`src/rtl/heading_pid_if.sv`:
```
// Heading controller bus: heading sample and command inputs from the
// inertial/command layers, wheel speed commands out to the motor drive.
interface heading_pid_if;
  logic               rdy;
  logic signed [11:0] heading;
  logic signed [11:0] dsrd_hdng;
  logic               moving;
  logic        [9:0]  frwrd;
  logic signed [10:0] lft_spd;
  logic signed [10:0] rght_spd;
  logic               out_vld;

  modport master (
    output rdy, heading, dsrd_hdng, moving, frwrd,
    input  lft_spd, rght_spd, out_vld
  );

  modport slave (
    input  rdy, heading, dsrd_hdng, moving, frwrd,
    output lft_spd, rght_spd, out_vld
  );
endinterface

```
`src/rtl/heading_pid.sv`:
```
// Closed-loop heading PID controller producing left/right wheel speeds.
// Pipeline: capture heading error, saturate it, form P/I/D terms, then
// combine and apply to the forward speed. out_vld fires on the third edge
// after the edge that sampled rdy; every rdy produces exactly one out_vld.
// Optional feature: define INTEG_SAT_EN to make the integrator saturate at
// the 16-bit signed limits instead of wrapping.
module heading_pid #(
  parameter logic [3:0]  P_COEFF = 4'h3,
  parameter logic [4:0]  D_COEFF = 5'h0E,
  parameter int unsigned I_SHIFT = 6
) (
  input  logic         clk,
  input  logic         rst_n,
  heading_pid_if.slave bus
);

  // Stage 0: raw heading error (12-bit wrap gives the shortest angle).
  logic signed [11:0] err_raw_d, err_raw_q;
  logic               v0_q;
  // Stage 1: error saturated to 10 bits.
  logic signed [9:0]  err_d, err_q;
  logic               v1_q;
  // Stage 2: P/I/D terms plus controller state.
  logic signed [9:0]  prev_d, prev_q;
  logic signed [15:0] integ_d, integ_q, integ_acc;
  logic signed [10:0] diff_full;
  logic signed [6:0]  diff_sat;
  logic signed [13:0] p_d, i_d, d_d, p_q, i_q, d_q;
  logic               v2_q, mv2_q;
  // Stage 3: combined correction applied to forward speed.
  logic signed [13:0] sum;
  logic signed [11:0] adj, fwd, lft_full, rght_full;
  logic signed [10:0] lft_d, rght_d, lft_q, rght_q;
  logic               vld_q;
`ifdef INTEG_SAT_EN
  logic signed [16:0] integ_sum;
`endif

  function automatic logic signed [10:0] sat11(input logic signed [11:0] x);
    if (x > 12'sd1023)       return 11'h3FF;
    else if (x < -12'sd1024) return 11'h400;
    else                     return x[10:0];
  endfunction

  assign err_raw_d = bus.heading - bus.dsrd_hdng;

  // Stage 1 saturation of the raw error to [-512, 511].
  // NOTE: every always_comb output gets a default first so no path leaves it unassigned (no latch).
  always_comb begin
    err_d = err_raw_q[9:0];
    if (err_raw_q > 12'sd511)       err_d = 10'h1FF;
    else if (err_raw_q < -12'sd512) err_d = 10'h200;
  end

  // Stage 2 arithmetic: P, saturated derivative, integrator update and I.
  always_comb begin
    diff_full = 11'(err_q) - 11'(prev_q);
    diff_sat  = diff_full[6:0];
    if (diff_full > 11'sd63)       diff_sat = 7'h3F;
    else if (diff_full < -11'sd64) diff_sat = 7'h40;

    p_d = 14'(err_q) * $signed(14'(P_COEFF));
    d_d = 14'(diff_sat) * $signed(14'(D_COEFF));

`ifdef INTEG_SAT_EN
    integ_sum = 17'(integ_q) + 17'(err_q);
    integ_acc = integ_sum[15:0];
    if (integ_sum > 17'sd32767)       integ_acc = 16'h7FFF;
    else if (integ_sum < -17'sd32768) integ_acc = 16'h8000;
`else
    integ_acc = integ_q + 16'(err_q);
`endif
    i_d = 14'(integ_acc >>> I_SHIFT);

    // Stopping clears controller memory so a restart does not inherit windup.
    integ_d = integ_q;
    prev_d  = prev_q;
    if (!bus.moving) begin
      integ_d = '0;
      prev_d  = '0;
    end else if (v1_q) begin
      integ_d = integ_acc;
      prev_d  = err_q;
    end
  end

  // Stage 3 arithmetic: floor-scaled correction, differential wheel speeds.
  always_comb begin
    sum       = p_q + i_q + d_q;
    adj       = 12'(sum >>> 3);
    fwd       = $signed({2'b00, bus.frwrd});
    lft_full  = fwd + adj;
    rght_full = fwd - adj;
    lft_d     = sat11(lft_full);
    rght_d    = sat11(rght_full);
  end

  // Stages 0 and 1 registers: error capture and saturated error.
  // NOTE: sequential state uses non-blocking assignments so all registers update from pre-edge values.
  always_ff @(posedge clk or negedge rst_n) begin
    if (!rst_n) begin
      err_raw_q <= '0;
      v0_q      <= 1'b0;
      err_q     <= '0;
      v1_q      <= 1'b0;
    end else begin
      v0_q <= bus.rdy;
      v1_q <= v0_q;
      if (bus.rdy) err_raw_q <= err_raw_d;
      if (v0_q)    err_q     <= err_d;
    end
  end

  // Stage 2 registers: PID terms, integrator and previous error.
  always_ff @(posedge clk or negedge rst_n) begin
    if (!rst_n) begin
      p_q     <= '0;
      i_q     <= '0;
      d_q     <= '0;
      mv2_q   <= 1'b0;
      v2_q    <= 1'b0;
      integ_q <= '0;
      prev_q  <= '0;
    end else begin
      v2_q    <= v1_q;
      integ_q <= integ_d;
      prev_q  <= prev_d;
      if (v1_q) begin
        p_q   <= p_d;
        i_q   <= i_d;
        d_q   <= d_d;
        mv2_q <= bus.moving;
      end
    end
  end

  // Stage 3 registers: wheel speeds held between updates, one-shot valid.
  always_ff @(posedge clk or negedge rst_n) begin
    if (!rst_n) begin
      lft_q  <= '0;
      rght_q <= '0;
      vld_q  <= 1'b0;
    end else begin
      vld_q <= v2_q;
      if (v2_q) begin
        lft_q  <= (bus.moving && mv2_q) ? lft_d  : '0;
        rght_q <= (bus.moving && mv2_q) ? rght_d : '0;
      end
    end
  end

  assign bus.lft_spd  = lft_q;
  assign bus.rght_spd = rght_q;
  assign bus.out_vld  = vld_q;

endmodule

```
`src/flat_wrapper.sv`:
```
// flat-port wrapper written by rule: the top's interface ports become plain ports
module heading_pid_flat 
#(
  parameter logic [3:0]  P_COEFF = 4'h3,
  parameter logic [4:0]  D_COEFF = 5'h0E,
  parameter int unsigned I_SHIFT = 6
)
  (clk, rst_n, bus_rdy, bus_heading, bus_dsrd_hdng, bus_moving, bus_frwrd, bus_lft_spd, bus_rght_spd, bus_out_vld);
  heading_pid_if bus_i ();
  input  logic clk;
  input  logic rst_n;
  input wire logic [$bits(bus_i.rdy)-1:0] bus_rdy;
  input wire logic [$bits(bus_i.heading)-1:0] bus_heading;
  input wire logic [$bits(bus_i.dsrd_hdng)-1:0] bus_dsrd_hdng;
  input wire logic [$bits(bus_i.moving)-1:0] bus_moving;
  input wire logic [$bits(bus_i.frwrd)-1:0] bus_frwrd;
  output wire logic [$bits(bus_i.lft_spd)-1:0] bus_lft_spd;
  output wire logic [$bits(bus_i.rght_spd)-1:0] bus_rght_spd;
  output wire logic [$bits(bus_i.out_vld)-1:0] bus_out_vld;
  assign bus_i.rdy = bus_rdy;
  assign bus_i.heading = bus_heading;
  assign bus_i.dsrd_hdng = bus_dsrd_hdng;
  assign bus_i.moving = bus_moving;
  assign bus_i.frwrd = bus_frwrd;
  assign bus_lft_spd = bus_i.lft_spd;
  assign bus_rght_spd = bus_i.rght_spd;
  assign bus_out_vld = bus_i.out_vld;
  heading_pid #(.P_COEFF(P_COEFF), .D_COEFF(D_COEFF), .I_SHIFT(I_SHIFT)) u_core (.clk(clk), .rst_n(rst_n), .bus(bus_i));
endmodule
```
`config.mk`:
```
export PLATFORM = sky130hd
export DESIGN_NAME = heading_pid_flat
export DESIGN_NICKNAME = d
export VERILOG_FILES = /design/src/rtl/heading_pid_if.sv /design/src/rtl/heading_pid.sv /design/src/flat_wrapper.sv
export SDC_FILE = /design/constraint.sdc
export NUM_CORES = 1
export LEC_CHECK = 0
export ABC_AREA = 1
export CAP_MARGIN = 20
export CELL_PAD_IN_SITES_DETAIL_PLACEMENT = 1
export CELL_PAD_IN_SITES_GLOBAL_PLACEMENT = 2
export CORE_ASPECT_RATIO = 1.25
export CORE_MARGIN = 4
export CORE_UTILIZATION = 38
export DETAILED_ROUTE_END_ITERATION = 10
export PLACE_DENSITY = 0.9
export SLEW_MARGIN = 5
export SYNTH_ARGS = -nofsm -noshare
export SYNTH_HDL_FRONTEND = slang
export SYNTH_SLANG_ARGS = --single-unit
```
`constraint.sdc`:
```
create_clock -name clk -period 9.3 [get_ports clk]
set_clock_uncertainty 0.05 [all_clocks]
set_input_delay 1.86 -clock clk [delete_from_list [all_inputs] [get_ports clk]]
set_output_delay 1.86 -clock clk [all_outputs]
set_load 0.05 [all_outputs]
```
==> out/metrics.cfg <==
[critical_path]
end_kind=register
crit_path_start_kind=register
crit_fanout=6
crit_arrival_ns=5.00
rr_endpoint=u_core.d_q[10]$_DFFE_PN0P_
reg2reg_depth=28
r2r_start=u_core.err_q[0]$_DFFE_PN0P_
critPathKind=register to register
cpMostUsedCell=nand2_1
crit_required_ns=9.50
cpMaxStageDelayCell=fa_1
r2r_slack_ns=4.50
max_stage_delay_ns=0.47

[global_route]
track_usage_pct=19.8
grt_max_degree=77
grt-ovfl-total=0
grt_pass1_vias=8541
antenna_found_initial=0
grt_pass1_wl_mm=41.7

[sta]
rsz0062_at_grt=false
fmax_mhz=208
final-setup-viol-count=0
period_share_pct=51.7
hold_violations=0
drv_slew=0
setup_tns_ns=0
worst_pin_slew_ns=0.977
post-route-min-period_ns=4.80
relSlewSlack_pct=34.9

[hold_path]
holdCritPathClass=register to register
whs_endpoint=u_core.bus.out_vld$_DFF_PN0_
hold_depth=0
min-delay-start=u_core.v2_q$_DFF_PN0_

[finish]
final_net_count=1420
n_antenna_cell=0
layout-drive-gt1-share_pct=3.71
area_growth_pct=13.6

[clocking]
post_cts_buffers=0
clkTransAtPathRegs_ns=0.09
clockBufferDepth=2
clk_latency_ns=0.36
cts_root_buf=clkbuf_16
cts.sinks=109
hold_buffers=0
cts_tree=built
cts_resized=0
htree_levels=3
cts_made_buffers=9

[synthesis]
synth_edf_count=0
synth-seq-cells=109
synthAdderAreaFrac_pct=18.9
synthMuxAreaShare_pct=0
synth_cell_types=38
synth_compound_area_share_pct=11.6
synth_warnings=0
synth_cells=1208
synthArstFlopShare_pct=100
synth_commonest_cells=nand2_1 (320), inv_1 (198), dfrtp_1 (109)
synth_xor_xnor_area_share_pct=3.93
yosysTopAreaCell=dfrtp_1
syn-cell-area_mm2=0.00892
syn_nets=1367
synth_most_common_cell=nand2_1
synth_top_cell_area_share_pct=30.6
synthTopCellsByArea=dfrtp_1 (31%), ha_1 (14%), nand2_1 (13%)
synth_simple_gate_area_share_pct=25.5
synth_top_family_by_area=simple AND/OR/NAND/NOR gates
syn_avg_cell_area_um2=7.38
synth_seq_area_share_pct=30.6
ys.flop_type=dfrtp_1

[placement]
gp_congestion=0.838
io_buffers=60
hpwlAfterDp_mm=20.6

[detailed_routing]
post_drt_wl_per_cell_um=16.3
via_per_inst=5.14
drc=0
drt_iter0_markers=214
routed_wl_mm=25.3
via_count=7988
first_pass_iters=4
ant_nets=0

[floorplan]
rows=62
die_area_mm2=0.0260
initial_core_util_pct=38.7
ios=61
die_h_um=179
core_mm2=0.0230
fp.dieW_um=145

[job]
maxCapViolCount=0

[run_status]
status=finished, final reports clean

==> per-stage QoR <==
step                area [µm²]  hold WS, ns  utilization (%)  std cells  setup WS, ns
floorplan                 8920        0.304                -       1208          5.03
global placement          9810        0.306             42.6       1537          4.63
detailed placement        9820        0.314             42.6       1538          4.46
CTS                      10100        0.336             44.0       1554          4.42
global route             10100        0.358             44.0       1554          4.03
finish                   10100        0.330             44.0       1554          4.50
==> how the worst max path moves through the flow <==
stage,start,to,slack [ns],cells past startpoint
2_1_floorplan,u_core.err_q[0]$_DFFE_PN0P_,u_core.d_q[10]$_DFFE_PN0P_,5.03,28
3_3_place_gp,u_core.err_q[0]$_DFFE_PN0P_,u_core.d_q[10]$_DFFE_PN0P_,4.63,28
3_5_place_dp,u_core.err_q[0]$_DFFE_PN0P_,u_core.d_q[10]$_DFFE_PN0P_,4.46,28
4_1_cts,u_core.err_q[0]$_DFFE_PN0P_,u_core.d_q[10]$_DFFE_PN0P_,4.42,28
5_1_grt,u_core.err_q[0]$_DFFE_PN0P_,u_core.d_q[10]$_DFFE_PN0P_,4.03,27
6_report,u_core.err_q[0]$_DFFE_PN0P_,u_core.d_q[10]$_DFFE_PN0P_,4.50,28
==> worst max-delay path, delay by kind of cell (launching register included) <==
family	cells	cell delay, ns
adders and majority gates	5	1.80
and+or+nand+nor	15	1.11
AOI/OAI and AO/OA	4	0.96
DFF	1	0.42
buffers and inverters	4	0.33
==> cells in the final DEF (no fill, tap or decap), types with 2 or more instances in the layout <==
cell type	netlist	final
or2_2	9	9
nand2_1	320	320
nand3_1	82	82
nand3_2	3	3
ha_1	98	98
dfrtp_1	109	108
nand4_2	2	2
o21bai_1	5	5
o21ai_0	51	51
inv_8	0	2
clkdlybuf4s50_1	0	59
a31oi_1	8	8
nand4_1	13	13
o31ai_1	3	3
xor2_1	25	25
o21ai_2	2	2
nand3b_1	8	8
inv_1	198	198
a21oi_1	66	66
o21a_1	10	10
o22ai_1	19	19
nand2_2	3	3
xnor2_1	15	15
clkbuf_16	0	9
buf_4	1	4
fa_1	23	23
a21o_1	4	4
nor3_1	13	12
a31o_2	2	2
clkinv_8	0	2
nor2_1	79	79
o211ai_1	9	9
==> layout make-up <==
type                    instances  area, µm²
fillers                      2900      12900
multi-input cells             878       5350
flip-flops and latches        109       2730
inverters                     199        747
repair buffers                 64        632
well taps                     288        360
clock buffers                   9        225
clock inverters                 7       87.6
==> kinds of logic (layout without fill, tap and decap cells) <==
| logic type | after synthesis | after routing |
|---|---|---|
| simple gates | 536 | 536 |
| buf+inv | 221 | 279 |
| compound gates | 181 | 181 |
| fa+ha+maj | 121 | 121 |
| flops | 109 | 109 |
| xor+xnor | 40 | 40 |
==> metal layers <==
layer	GRT usage [%]	part of all wire [%]	routed length, µm
met3	2.68	2.2	559
met2	39.2	54	13700
met4	8.40	4.3	1090
met1	21.0	39	9970
met5	0	0	0
==> sequential cells by signal (all words and copies together), names as in the netlist <==
register,flops
u_core.integ_q,16
u_core.p_q,13
u_core.err_raw_q,12
u_core.bus.lft_spd,11
u_core.bus.rght_spd,11
u_core.d_q,11
u_core.err_q,10
u_core.i_q,10
u_core.prev_q,10
u_core.bus.out_vld,1
u_core.mv2_q,1
u_core.v0_q,1
u_core.v1_q,1
u_core.v2_q,1
Power is left out: the tool's default activity adds up to more than one toggle a clock period on the data nets, which glitch-free logic cannot reach.
